File: config.mk
export PLATFORM = sky130hd
export DESIGN_NAME = fifo_sync_ram
export DESIGN_NICKNAME = d
export VERILOG_FILES = /design/src/rtl/fifo_sync_ram_pkg.sv /design/src/rtl/fifo_sync_ram_ram_sdp.sv /design/src/rtl/fifo_sync_ram.sv
export SDC_FILE = /design/constraint.sdc
export NUM_CORES = 1
export LEC_CHECK = 0
export BUFFER_PORTS_ARGS = -buffer_cell sky130_fd_sc_hd__buf_2
export CAP_MARGIN = 20
export CORE_UTILIZATION = 43
export CTS_CLUSTER_DIAMETER = 200
export CTS_CLUSTER_SIZE = 14
export DETAILED_ROUTE_END_ITERATION = 10
export PLACE_DENSITY_LB_ADDON = 0.3
export SYNTH_ARGS = -nofsm -noshare
export SYNTH_HDL_FRONTEND = slang
export SYNTH_SLANG_ARGS = --single-unit
File: constraint.sdc
create_clock -name clk_i -period 8.8 [get_ports clk_i]
set_input_delay 1.76 -clock clk_i [delete_from_list [all_inputs] [get_ports clk_i]]
set_output_delay 1.76 -clock clk_i [all_outputs]
set_load 0.05 [all_outputs]
File: src/rtl/fifo_sync_ram_pkg.sv
// Shared definitions for the synchronous RAM-based FIFO.
//   FIFO_STD / FIFO_FWFT : values of the FWFT mode parameter
//   get_depth()          : number of words addressed by an address width
//   clog2()              : ceiling log2, for callers sizing counters
package fifo_sync_ram_pkg;

    localparam int FIFO_STD  = 0;
    localparam int FIFO_FWFT = 1;

    function automatic int get_depth(input int addrwidth);
        return 1 << addrwidth;
    endfunction

    function automatic int clog2(input int value);
        int result;
        int v;
        result = 0;
        v      = value - 1;
        while (v > 0) begin
            result = result + 1;
            v      = v >> 1;
        end
        return result;
    endfunction

endpackage

File: src/rtl/fifo_sync_ram_ram_sdp.sv
// Simple-dual-port RAM with one write port and one registered read port.
//   clk_i    : clock
//   rst_i    : synchronous active-high reset, clears only the read register
//   we_i     : write enable, stores di_i at waddr_i
//   waddr_i  : write address
//   di_i     : write data
//   re_i     : read enable, loads do_o from raddr_i on the next edge
//   raddr_i  : read address
//   do_o     : registered read data, holds its value while re_i is low
module fifo_sync_ram_ram_sdp
    import fifo_sync_ram_pkg::*;
#(
    parameter int DATAWIDTH = 8,
    parameter int ADDRWIDTH = 4
) (
    input  logic                 clk_i,
    input  logic                 rst_i,
    input  logic                 we_i,
    input  logic [ADDRWIDTH-1:0] waddr_i,
    input  logic [DATAWIDTH-1:0] di_i,
    input  logic                 re_i,
    input  logic [ADDRWIDTH-1:0] raddr_i,
    output logic [DATAWIDTH-1:0] do_o
);

    localparam int DEPTH = get_depth(ADDRWIDTH);

    logic [DATAWIDTH-1:0] mem_q [DEPTH];
    logic [DATAWIDTH-1:0] do_q;

    // Array kept reset-free so it maps onto block RAM.
    always_ff @(posedge clk_i) begin
        if (we_i) begin
            mem_q[waddr_i] <= di_i;
        end
    end

    always_ff @(posedge clk_i) begin
        if (rst_i) begin
            do_q <= '0;
        end else if (re_i) begin
            do_q <= mem_q[raddr_i];
        end
    end

    assign do_o = do_q;

endmodule

File: src/rtl/fifo_sync_ram.sv
// Synchronous single-clock FIFO on a simple-dual-port RAM, depth 2**ADDRWIDTH.
// Standard mode returns data one cycle after an accepted read; FWFT mode
// presents the head word on do_o with valid_o and rd_en_i acknowledges it.
//   clk_i, rst_i          : clock, synchronous active-high reset
//   wr_en_i, di_i         : write request and data
//   rd_en_i               : read request (std) / acknowledge (FWFT)
//   do_o, valid_o         : registered read data and its qualifier
//   full_o, empty_o       : count == DEPTH / count == 0
//   almost_full_o         : count >= AFULL_THRESH
//   almost_empty_o        : count <= AEMPTY_THRESH
//   count_o               : words held, including the FWFT output stage
//   overflow_o            : pulse, write dropped because full
//   underflow_o           : pulse, read request refused
module fifo_sync_ram
    import fifo_sync_ram_pkg::*;
#(
    parameter int DATAWIDTH     = 8,
    parameter int ADDRWIDTH     = 4,
    parameter int FWFT          = FIFO_STD,
    parameter int AFULL_THRESH  = get_depth(ADDRWIDTH) - 2,
    parameter int AEMPTY_THRESH = 2
) (
    input  logic                 clk_i,
    input  logic                 rst_i,
    input  logic                 wr_en_i,
    input  logic [DATAWIDTH-1:0] di_i,
    input  logic                 rd_en_i,
    output logic [DATAWIDTH-1:0] do_o,
    output logic                 valid_o,
    output logic                 full_o,
    output logic                 empty_o,
    output logic                 almost_full_o,
    output logic                 almost_empty_o,
    output logic [ADDRWIDTH:0]   count_o,
    output logic                 overflow_o,
    output logic                 underflow_o
);

    localparam int               DEPTH    = get_depth(ADDRWIDTH);
    localparam logic [ADDRWIDTH:0] DEPTH_C  = (ADDRWIDTH+1)'(DEPTH);
    localparam logic [ADDRWIDTH:0] AFULL_C  = (ADDRWIDTH+1)'(AFULL_THRESH);
    localparam logic [ADDRWIDTH:0] AEMPTY_C = (ADDRWIDTH+1)'(AEMPTY_THRESH);
    localparam bit               IS_FWFT  = (FWFT == FIFO_FWFT);

    logic [ADDRWIDTH-1:0] wptr_q;
    logic [ADDRWIDTH-1:0] rptr_q;
    logic [ADDRWIDTH:0]   count_q;
    logic [ADDRWIDTH:0]   count_d;
    logic [ADDRWIDTH:0]   ram_cnt;
    logic                 valid_q;
    logic                 valid_d;
    logic                 ovf_q;
    logic                 unf_q;
    logic                 wr_acc;
    logic                 rd_acc;
    logic                 rd_refused;
    logic                 ram_re;

    assign full_o         = (count_q == DEPTH_C);
    assign empty_o        = (count_q == '0);
    assign almost_full_o  = (count_q >= AFULL_C);
    assign almost_empty_o = (count_q <= AEMPTY_C);

    always_comb begin
        wr_acc     = wr_en_i && !full_o;
        ram_cnt    = count_q;
        rd_acc     = 1'b0;
        rd_refused = 1'b0;
        ram_re     = 1'b0;
        valid_d    = 1'b0;
        if (IS_FWFT) begin
            // The RAM's read register doubles as the output stage, so the
            // words still in the array are count minus the one being shown.
            ram_cnt    = count_q - (ADDRWIDTH+1)'(valid_q);
            rd_acc     = rd_en_i && valid_q;
            rd_refused = rd_en_i && !valid_q;
            ram_re     = (ram_cnt != '0) && (!valid_q || rd_en_i);
            valid_d    = ram_re || (valid_q && !rd_en_i);
        end else begin
            rd_acc     = rd_en_i && !empty_o;
            rd_refused = rd_en_i && empty_o;
            ram_re     = rd_acc;
            valid_d    = rd_acc;
        end

        count_d = count_q;
        if (wr_acc && !rd_acc) begin
            count_d = count_q + 1'b1;
        end else if (!wr_acc && rd_acc) begin
            count_d = count_q - 1'b1;
        end
    end

    always_ff @(posedge clk_i) begin
        if (rst_i) begin
            wptr_q  <= '0;
            rptr_q  <= '0;
            count_q <= '0;
            valid_q <= 1'b0;
            ovf_q   <= 1'b0;
            unf_q   <= 1'b0;
        end else begin
            if (wr_acc) begin
                wptr_q <= wptr_q + 1'b1;
            end
            if (ram_re) begin
                rptr_q <= rptr_q + 1'b1;
            end
            count_q <= count_d;
            valid_q <= valid_d;
            ovf_q   <= wr_en_i && full_o;
            unf_q   <= rd_refused;
        end
    end

    fifo_sync_ram_ram_sdp #(
        .DATAWIDTH (DATAWIDTH),
        .ADDRWIDTH (ADDRWIDTH)
    ) u_ram (
        .clk_i   (clk_i),
        .rst_i   (rst_i),
        .we_i    (wr_acc && !rst_i),
        .waddr_i (wptr_q),
        .di_i    (di_i),
        .re_i    (ram_re && !rst_i),
        .raddr_i (rptr_q),
        .do_o    (do_o)
    );

    assign valid_o     = valid_q;
    assign count_o     = count_q;
    assign overflow_o  = ovf_q;
    assign underflow_o = unf_q;

endmodule

# Word-level counts from Yosys, hierarchy flattened
# Memory sizes are Yosys's and may differ from the RTL's. A register that Yosys moved wholly into a read port is not among the register bits.
# Cells that the tools add are included.
[word_totals]
output_inout_bits = 20
latch_bits = 0
input_bits = 12
rom_bits = 0
elab_cells = 33
ram_bits = 128
n_memories = 1
register_bits = 16
[classes]
order_cmp = 2
div = 0
multipliers = 0
shifts = 0
n_reduce_logical = 15
addsub = 4
mux = 4
n_bitwise = 0
n_eq_ne = 1
[mem_list]
columns = ["memory", "words", "word_bits", "rd", "rd_clocked_by_memory_dff", "wr", "line_no", "source"]
rows = [
  ["u_ram.mem_q", 16, 8, 1, 1, 1, "fifo_sync_ram_ram_sdp.sv:28", "logic [DATAWIDTH-1:0] mem_q [DEPTH];"],
]
[op_table]
columns = ["op", "count"]
rows = [
  ["$mux 5", 2],
  ["$add 4x1->4 const B", 2],
  ["$logic_and 1x1->1", 8],
  ["$add 5x1->5 const B", 1],
  ["$eq 5x5->1 const B", 1],
  ["$ge 5x4->1 const B", 1],
  ["$le 5x2->1 const B", 1],
  ["$logic_not 1->1", 5],
  ["$logic_not 5->1", 1],
  ["$sub 5x1->5 const B", 1],
  ["$mux 1", 2],
  ["$reduce_bool 2->1", 1],
]

# Longest topological paths before layout
# Gate-level depths: netlist of the first run.
[depth]
ltp_word = 7
depth_mapped = 12
depth_no_buf = 11

# Hierarchy
# A second synthesis of the first run with hierarchy kept.
[hier_totals]
cells_unflattened = 408
area_unflattened_um2 = 6193.4
[modules_own_cells]
columns = ["mod", "seq_area_each_um2", "n_inst", "cells_per_inst", "area_per_inst_um2"]
rows = [
  ["fifo_sync_ram_ram_sdp", 4003.8, 1, 316, 5343.9],
  ["fifo_sync_ram", 320.3, 1, 92, 849.6],
]

# Least setup slack after synthesis of the first run
# No wires, ideal clock.
[synth_path]
kind = "reg-to-output"
from = "register count_q[4], in the netlist count_o[4]"
to = "output almost_empty_o"
required_time_ps = 7040
setup_slack_ps = 3953
arrival_ps = 3087
stages_incl_launch_ff = 3
path_buffers = 1
cell_sequence = "dfxtp_1 clkbuf_2 a2111oi_0"
[synth_via]
elab_chain_len = 1
[synth_lines]
columns = ["element", "line_no", "source"]
rows = [
  ["start, declared", "fifo_sync_ram.sv:47", "logic [ADDRWIDTH:0] count_q;"],
  ["start signal, assigned", "fifo_sync_ram.sv:109", "count_q <= count_d;"],
  ["$le 5x2->1", "fifo_sync_ram.sv:62", "assign almost_empty_o = (count_q <= AEMPTY_C);"],
  ["end, declared", "fifo_sync_ram.sv:33", "output logic almost_empty_o,"],
]
# Every way passes these cells.

# Worst setup path after layout of the first run
[layout_path]
from = "register count_q[0], in the netlist count_o[0]"
to = "output full_o"
[layout_via]
elab_chain_len = 1
[layout_lines]
columns = ["element", "line_no", "source"]
rows = [
  ["$eq 5x5->1", "fifo_sync_ram.sv:59", "assign full_o = (count_q == DEPTH_C);"],
  ["end, declared", "fifo_sync_ram.sv:30", "output logic full_o,"],
]
# Every way passes these cells.

==> flow_metrics.tcl, run 1 <==
set metrics [dict create \
    drive_above_1_share_pct 21.56 \
    tightestPinTransition_ps 834.5 \
    rr_worst_depth 10 \
    outcome "finished, final reports clean" \
    postSynthCellCount 376 \
    yosysWarnings 0 \
    period_needed_ps 3547 \
    criticalPathCategory "flop to output pin" \
    met3_usage_pct 5.150 \
    core-area_mm2 0.01393 \
    grt_overflow 0 \
    final_max_slew_viol_count 0 \
    grt_pass1_wl_mm 18.41 \
    vias 3219 \
    cts_buffer_depth 2 \
    timing.rr.start "count_o[0]" \
    h-tree-depth 4 \
    power.density_mw_per_mm2 300.5 \
    firstDrtPassIters 6 \
    cp.required_ps 7040 \
    async_reset_ff_share_pct 0 \
    postCtsHoldBufs 0 \
    p_sw_share_pct 29.63 \
    die_w_um 121.9 \
    io_buffers 31 \
    hold_path_startpoint "u_ram.do_o[5]" \
    cts_setup_buffers 0 \
    synth_area_mm2 0.006177 \
    initial_core_util_pct 44.33 \
    ys_ff_latch 152 \
    drc 0 \
    drt-total-wl_mm 12.12 \
    cts_inserted_buffers 17 \
    p_clk_share_pct 36.0 \
    yosysTopAreaCellShare_pct 62.22 \
    p_switching_w 0.0006278 \
    endpoint_kind "output pin" \
    pin_count 32 \
    layout.nets 433 \
    first_global_vias 3166 \
    areaGrowthSynthToFinish_pct 14.16 \
    crit_end "full_o" \
    antenna_found_initial 0 \
    slew_headroom_pct 44.37 \
    combPwrFrac_pct 23.6 \
    cp.arrival_ps 1790 \
    crit_start "count_o[0]" \
    grt_max_degree 51 \
    internal_power_w 0.001491 \
    post_drt_wl_per_cell_um 20.13 \
    r2r_slack_ps 5800 \
    timing.rr.end "count_o[4]" \
    synthTopCellsByCount "edfxtp_1, nor2_1, mux2i_1" \
    grt_use_met2_pct 26.84 \
    clk_pin_slew_ps 60 \
    synth.distinct_cells 48 \
    grt.busiest_layer "met2" \
    gp_congestion 0.8359 \
    period_share_pct 40.30 \
    crit_fanout 7 \
    clock-sinks 152 \
    final-setup-viol-count 0 \
    synth_top_area_cell "edfxtp_1" \
    synth_edf_count 128 \
    cts-root-buf "clkbuf_16" \
    postSynthAreaPerCell_um2 16.43 \
    max_freq_mhz 281.9 \
    via_per_inst 5.347 \
    fin_skew_ps 9.626 \
    synth_area_leaders "edfxtp_1, dfxtp_1, mux2i_1" \
    dieHeight_um 121.9 \
    hp-class "flop to flop" \
    antenna_cells 0 \
    syn_nets 399 \
    synthFlopType "edfxtp_1" \
    insertion_delay_ps 420 \
    p_leak_nw 2.351 \
    drtIter0Drc 195 \
    grtUsageMet1_pct 24.04 \
    dp_hpwl_mm 7.772 \
    cts_tree "built" \
    dieArea_mm2 0.01485 \
    final_hold_viol_count 0 \
    cts_resized 0 \
    crit_path_start_kind "flop" \
    vdd_drop_max_uv 145.1 \
    gr-usage-all-layers_pct 17.88 \
    tns_ps 0 \
    antenna_left 0 \
    grt_setup_unrepaired "false" \
    rows 43 \
    dp_slack_ps 4824 \
    drv_cap 0 \
    seq_power_share_pct 40.4 \
    synth_most_common_cell "edfxtp_1" \
    setup_ws_ps 5253 \
    seq_area_frac_synth_pct 70.00 \
]
## final cells by class
type / instances / area, um2
clock buffers: 21 / 440.4
inverters: 8 / 35.03
clock inverters: 10 / 176.4
repair buffers: 37 / 195.2
multi-input cells: 194 / 1654
flip-flops and latches: 152 / 4325
fillers: 1145 / 6883
well taps: 180 / 225.2
## layout by cell type, fill, tap and decap left out, types with 4 or more instances in the layout
master	count
nor3_1	11
a22o_1	6
clkbuf_1	4
xor2_1	7
mux2i_1	34
inv_1	7
nor4_2	5
buf_2	33
dfxtp_1	23
edfxtp_1	128
ha_1	10
a21oi_1	6
clkbuf_16	17
nor2b_1	4
bufinv_16	5
nor2_1	39
mux4_2	14
nand2_1	11
o22ai_1	16
## routing by layer
| layer | vias to the layer above | part of all wire [%] |
|---|---|---|
| li1 | 1513 | - |
| met3 | 10 | 6.1 |
| met2 | 81 | 49 |
| met5 | - | 0 |
| met4 | 0 | 1.2 |
| met1 | 1615 | 43 |
## power groups by stage
| stage | sequential, W | clock, W | combinational (W) |
|---|---|---|---|
| 2_1_floorplan | 0.000950 | 0 | 0.000319 |
| 3_3_place_gp | 0.000870 | 0 | 0.000498 |
| 3_5_place_dp | 0.000871 | 0 | 0.000505 |
| 4_1_cts | 0.000856 | 0.000778 | 0.000506 |
| 5_1_grt | 0.000862 | 0.000803 | 0.000539 |
| 6_report | 0.000857 | 0.000762 | 0.000500 |
## worst min path at each step
stage	cells past startpoint	end
floorplan	2	wptr_q[0]
global placement	2	u_ram.do_o[0]
detailed placement	2	u_ram.do_o[0]
CTS	2	u_ram.do_o[5]
global route	2	u_ram.do_o[5]
finish	2	u_ram.do_o[5]
## per-stage QoR
step	power (W)	cell area, um2	hold WS, ps	util, %	cells
2_1_floorplan	0.001270	6177	553.8	-	376
3_3_place_gp	0.001369	6410	492.9	46.00	567
3_5_place_dp	0.001375	6422	490.3	46.09	569
4_1_cts	0.002140	7039	502.0	50.52	600
5_1_grt	0.002204	7052	521.4	50.61	602
6_report	0.002119	7052	497.9	50.61	602
## worst max-delay path: stages (launching register included)
cell	delay (ps)
dfxtp_1	380
nor4_1	520
and2_1	210
buf_2	260
## flip-flops by register name (all words and copies together) (netlist names)
name,flops
valid_o,1
u_ram.do_o,8
rptr_q,4
wptr_q,4
u_ram.mem_q,128
underflow_o,1
overflow_o,1
count_o,5
## logic make-up after synthesis
family                     share of synthesized area [%]
DFF                                                70.00
adders and majority gates                          2.350
buffers and inverters                              3.221
and+or+nand+nor                                    7.150
AOI/OAI and AO/OA                                  4.355
xor gates and xnor gates                           1.276
muxes                                              11.65
(Power assumes the default switching activity.)
==> run 2, diff against run 1 <==
- clock period: 8.8 -> 3.5 ns (I/O delays scaled with it)
==> flow_metrics.tcl, run 2 (synthesized netlist as in run 1, its figures left out) <==
set metrics [dict create \
    grt_setup_unrepaired "false" \
    final_cell_mix "edfxtp_1, nor2_1, mux2i_1" \
    timing.rr.end "count_o[4]" \
    drc 0 \
    cts_resized 0 \
    period_needed_ps 3020 \
    max_freq_mhz 331.1 \
    internal_power_w 0.003675 \
    hp-class "flop to flop" \
    grt_pass1_wl_mm 18.80 \
    setup_ws_ps 479.7 \
    rr_worst_depth 10 \
    final_max_slew_viol_count 0 \
    drv_cap 0 \
    gr-usage-all-layers_pct 18.38 \
    fin_skew_ps 7.223 \
    dp_slack_ps 517.0 \
    rows 43 \
    crit_fanout 13 \
    hold_path_startpoint "u_ram.do_o[5]" \
    cp.arrival_ps 3330 \
    worst_hold_path.num_cells 2 \
    fin_hold_ws_ps 495.0 \
    cts-root-buf "clkbuf_16" \
    core-area_mm2 0.01393 \
    crit_path_start_kind "flop" \
    areaGrowthSynthToFinish_pct 14.85 \
    endpoint_kind "flop" \
    grt_overflow 0 \
    tns_ps 0 \
    firstDrtPassIters 5 \
    p_sw_share_pct 30.06 \
    cts_buffer_depth 2 \
    cp.required_ps 3810 \
    dieHeight_um 121.9 \
    io_buffers 31 \
    clk_pin_slew_ps 60 \
    final-setup-viol-count 0 \
    first_global_vias 3324 \
    antenna_left 0 \
    power_w 0.005254 \
    clock-sinks 152 \
    drive_above_1_share_pct 22.27 \
    p_leak_nw 2.384 \
    fillers 1125 \
    post_drt_wl_per_cell_um 20.16 \
    r2r_slack_ps 480 \
    die_w_um 121.9 \
    period_share_pct 86.29 \
    cts_tree "built" \
    pin_count 32 \
    insertion_delay_ps 420 \
    cts_inserted_buffers 17 \
    antenna_found_initial 0 \
    h-tree-depth 4 \
    criticalPathCategory "flop to flop" \
    gp_congestion 0.8281 \
    timing.rr.start "count_o[0]" \
    largest-register "u_ram.mem_q" \
    postCtsHoldBufs 0 \
    slew_headroom_pct 46.20 \
    largest_register_ffs 128 \
    antenna_cells 0 \
    min_to "u_ram.do_o[5]" \
    vdd_drop_max_uv 354.6 \
    layout.nets 441 \
    initial_core_util_pct 44.33 \
    drtIter0Drc 270 \
    p_switching_w 0.001579 \
    grt_max_degree 27 \
    p_clk_share_pct 35.0 \
    tightestPinTransition_ps 804.0 \
    final_hold_viol_count 0 \
    seq_power_share_pct 41.1 \
    cts_setup_buffers 0 \
    power.density_mw_per_mm2 740.6 \
    vias 3309 \
    outcome "finished, final reports clean" \
    final_common_cell "edfxtp_1" \
    drt-total-wl_mm 12.32 \
    via_per_inst 5.416 \
    combPwrFrac_pct 23.9 \
    dp_hpwl_mm 7.750 \
    dieArea_mm2 0.01485 \
]
## run 2: cell count changes in the layout (fill, tap and decap cells not counted)
cell / before / now
clkinv_2: 3 / 1
a2111oi_0: 1 / 0
clkbuf_1: 4 / 3
a2111oi_1: 0 / 1
bufinv_16: 5 / 4
clkbuf_4: 1 / 0
buf_4: 3 / 14
clkinvlp_4: 1 / 0
clkinv_1: 1 / 6
buf_2: 33 / 31
clkinv_4: 1 / 2
## run 2: power groups by stage
stage          Sequential, W  Combinational (W)  Clock (W)
6_report             0.00216            0.00126    0.00184
5_1_grt              0.00217            0.00135    0.00194
4_1_cts              0.00216            0.00127    0.00187
3_5_place_dp         0.00220            0.00126          0
3_3_place_gp         0.00219            0.00125          0
2_1_floorplan        0.00239           0.000805          0
## run 2: how the worst max path moves through the flow
stage,slack (ps),depth (start not counted),end,start
2_1_floorplan,380,1,almost_empty_o,count_o[1]
3_3_place_gp,560,10,count_o[4],count_o[0]
3_5_place_dp,520,10,count_o[4],count_o[0]
4_1_cts,490,10,count_o[4],count_o[0]
5_1_grt,360,10,count_o[4],count_o[0]
6_report,480,10,count_o[4],count_o[0]
## run 2: per-layer routing
layer,vias to the layer above,share of wire (%),GRT usage [%]
met5,-,0,0
li1,1534,-,-
met2,94,49,29.17
met3,18,5.2,5.712
met1,1663,44,23.22
met4,0,2.1,7.870
## run 2: per-stage QoR
stage	cell area [um2]	util [%]	std cells
5_1_grt	7094	50.91	611
4_1_cts	7094	50.91	611
2_1_floorplan	6178	-	376
6_report	7094	50.91	611
3_5_place_dp	6501	46.66	579
3_3_place_gp	6501	46.66	579
## run 2: critical path: stages, from the launching register on
cell and delay [ps]:
dfxtp_1 380, or4_1 570, o21a_4 280, clkinv_4 130, ha_1 220, inv_1 130
ha_1 310, a21o_1 160, a21oi_1 170, mux2i_1 210, mux2_2 340
## run 2: final cells by class
class / instances / area (um2) / share of cell area, %
inverter: 8 / 35.03 / 0.4938
timing repair buffer: 45 / 260.3 / 3.668
sequential: 152 / 4325 / 60.97
multi-input combinational: 194 / 1655 / 23.33
clock inverter: 12 / 156.4 / 2.205
tap: 180 / 225.2 / 3.175
clock buffer: 20 / 436.7 / 6.155
==> run 3, diff against run 2 <==
- CAP_MARGIN: 20 -> 15
- CORE_ASPECT_RATIO: unset -> 2
==> flow_metrics.tcl, run 3 (synthesized netlist as in run 1, its figures left out) <==
set metrics [dict create \
    p_switching_w 0.001610 \
    antenna_left 0 \
    hold_path_startpoint "u_ram.do_o[5]" \
    drv_cap 0 \
    crit_chain "or4_1, o21a_4, clkinv_4, ha_1, inv_1, ha_1, a21o_1, a21oi_1, mux2i_1, mux2_2" \
    post_drt_wl_per_cell_um 19.30 \
    dieArea_mm2 0.01488 \
    max_freq_mhz 327.7 \
    crit_path_max_incr_delay_ps 570 \
    antenna_found_initial 0 \
    gp_congestion 0.8652 \
    areaGrowthSynthToFinish_pct 15.35 \
    dieHeight_um 171.5 \
    final_hold_viol_count 0 \
    cts-root-buf "clkbuf_16" \
    fillers 1142 \
    drc 0 \
    outcome "finished, final reports clean" \
    cp.arrival_ps 3350 \
    internal_power_w 0.003550 \
    die_w_um 86.75 \
    final_cell_mix "edfxtp_1, nor2_1, mux2i_1" \
    seq_power_share_pct 41.7 \
    clk_pin_slew_ps 60 \
    io_buffers 31 \
    final-setup-viol-count 0 \
    vdd_drop_max_uv 668.8 \
    drt-total-wl_mm 12.04 \
    clock-sinks 152 \
    layout.nets 446 \
    hp-class "flop to flop" \
    cp.required_ps 3800 \
    cts_tree "built" \
    h-tree-depth 4 \
    final_common_cell "edfxtp_1" \
    cts_buffer_depth 2 \
    cts_resized 0 \
    rows 61 \
    slew_headroom_pct 53.31 \
    firstDrtPassIters 4 \
    grt_setup_unrepaired "false" \
    vias 3279 \
    fin_util_pct 51.02 \
    dp_hpwl_mm 8.560 \
    crit_top_cell "ha_1" \
    p_sw_share_pct 31.20 \
    fin_skew_ps 5.728 \
    first_global_vias 3373 \
    timing.rr.start "count_o[0]" \
    crit_path_start_kind "flop" \
    antenna_cells 0 \
    drive_above_1_share_pct 24.60 \
    stdcell_count 624 \
    gr-usage-all-layers_pct 18.16 \
    tightestPinTransition_ps 698.9 \
    period_needed_ps 3052 \
    grt_pass1_wl_mm 18.90 \
    postCtsHoldBufs 0 \
    endpoint_kind "flop" \
    cts_inserted_buffers 17 \
    via_per_inst 5.255 \
    power.density_mw_per_mm2 724.2 \
    final_max_slew_viol_count 0 \
    pin_count 32 \
    core-area_mm2 0.01397 \
    criticalPathCategory "flop to flop" \
    p_leak_nw 2.391 \
    drtIter0Drc 161 \
    initial_core_util_pct 44.23 \
    crit_start "count_o[0]" \
    insertion_delay_ps 420 \
    grt_max_degree 27 \
    critPathSlowestCell "or4_1" \
    cts_setup_buffers 0 \
    combPwrFrac_pct 24.1 \
    grt_overflow 0 \
    largest_register_ffs 128 \
    period_share_pct 87.19 \
    largest-register "u_ram.mem_q" \
    tns_ps 0 \
    crit_fanout 13 \
    place_inst 593 \
    p_clk_share_pct 34.2 \
]
==> run 3: cell types whose count changed in the layout (fill, tap and decap cells not counted), sizes merged <==
cell | previous run | this run
clkinvlp | 0 | 4
clkbuf | 20 | 18
clkinv | 9 | 5
buf | 45 | 50
bufinv | 4 | 2
inv | 7 | 10
==> run 3: through the flow <==
step | area (um2) | setup WS [ps] | power, W | hold WS [ps]
after floorplan | 6178 | 381.1 | 0.003195 | 553.8
after global placement | 6550 | 523.7 | 0.003424 | 494.2
after detailed placement | 6550 | 466.6 | 0.003445 | 483.4
after CTS | 7126 | 451.1 | 0.005202 | 491.5
after global routing | 7126 | 284.8 | 0.005359 | 523.4
final | 7126 | 448.2 | 0.005160 | 493.4
==> run 3: per-layer routing <==
metal / track usage (%) / part of all wire, %
met1: 18.46 / 37
met2: 33.20 / 56
met3: 4.127 / 2.9
met4: 10.72 / 4.4
met5: 0 / 0
==> run 3: final cells by class <==
class	instances	area [um2]	area share (%)
well taps	189	236.5	3.319
clock buffers	18	429.2	6.023
repair buffers	50	297.8	4.179
inverters	8	35.03	0.4917
flip-flops and latches	152	4325	60.70
multi-input cells	194	1655	23.23
clock inverters	13	146.4	2.054
==> run 3: critical path, delay by kind of cell, from the launching register on <==
kind / cells / cell delay, ps
fa+ha+maj: 2 / 530
flops: 1 / 380
simple gates: 1 / 570
mux: 2 / 590
compound gates: 3 / 630
buf+inv: 2 / 250
==> run 3: power by group through the flow <==
stage | sequential (W) | combinational [W] | clock (W)
6_report | 0.00215 | 0.00124 | 0.00176
2_1_floorplan | 0.00239 | 0.000805 | 0
5_1_grt | 0.00217 | 0.00134 | 0.00185
3_5_place_dp | 0.00219 | 0.00125 | 0
3_3_place_gp | 0.00218 | 0.00124 | 0
4_1_cts | 0.00215 | 0.00126 | 0.00179
==> run 3: worst paths after layout <==
path / end / slack, ps / depth (start not counted)
max reg2reg: count_o[4] / 450 / 10
min: u_ram.do_o[5] / 490 / 2
min reg2reg: u_ram.do_o[5] / 490 / 2
max: count_o[4] / 450 / 10
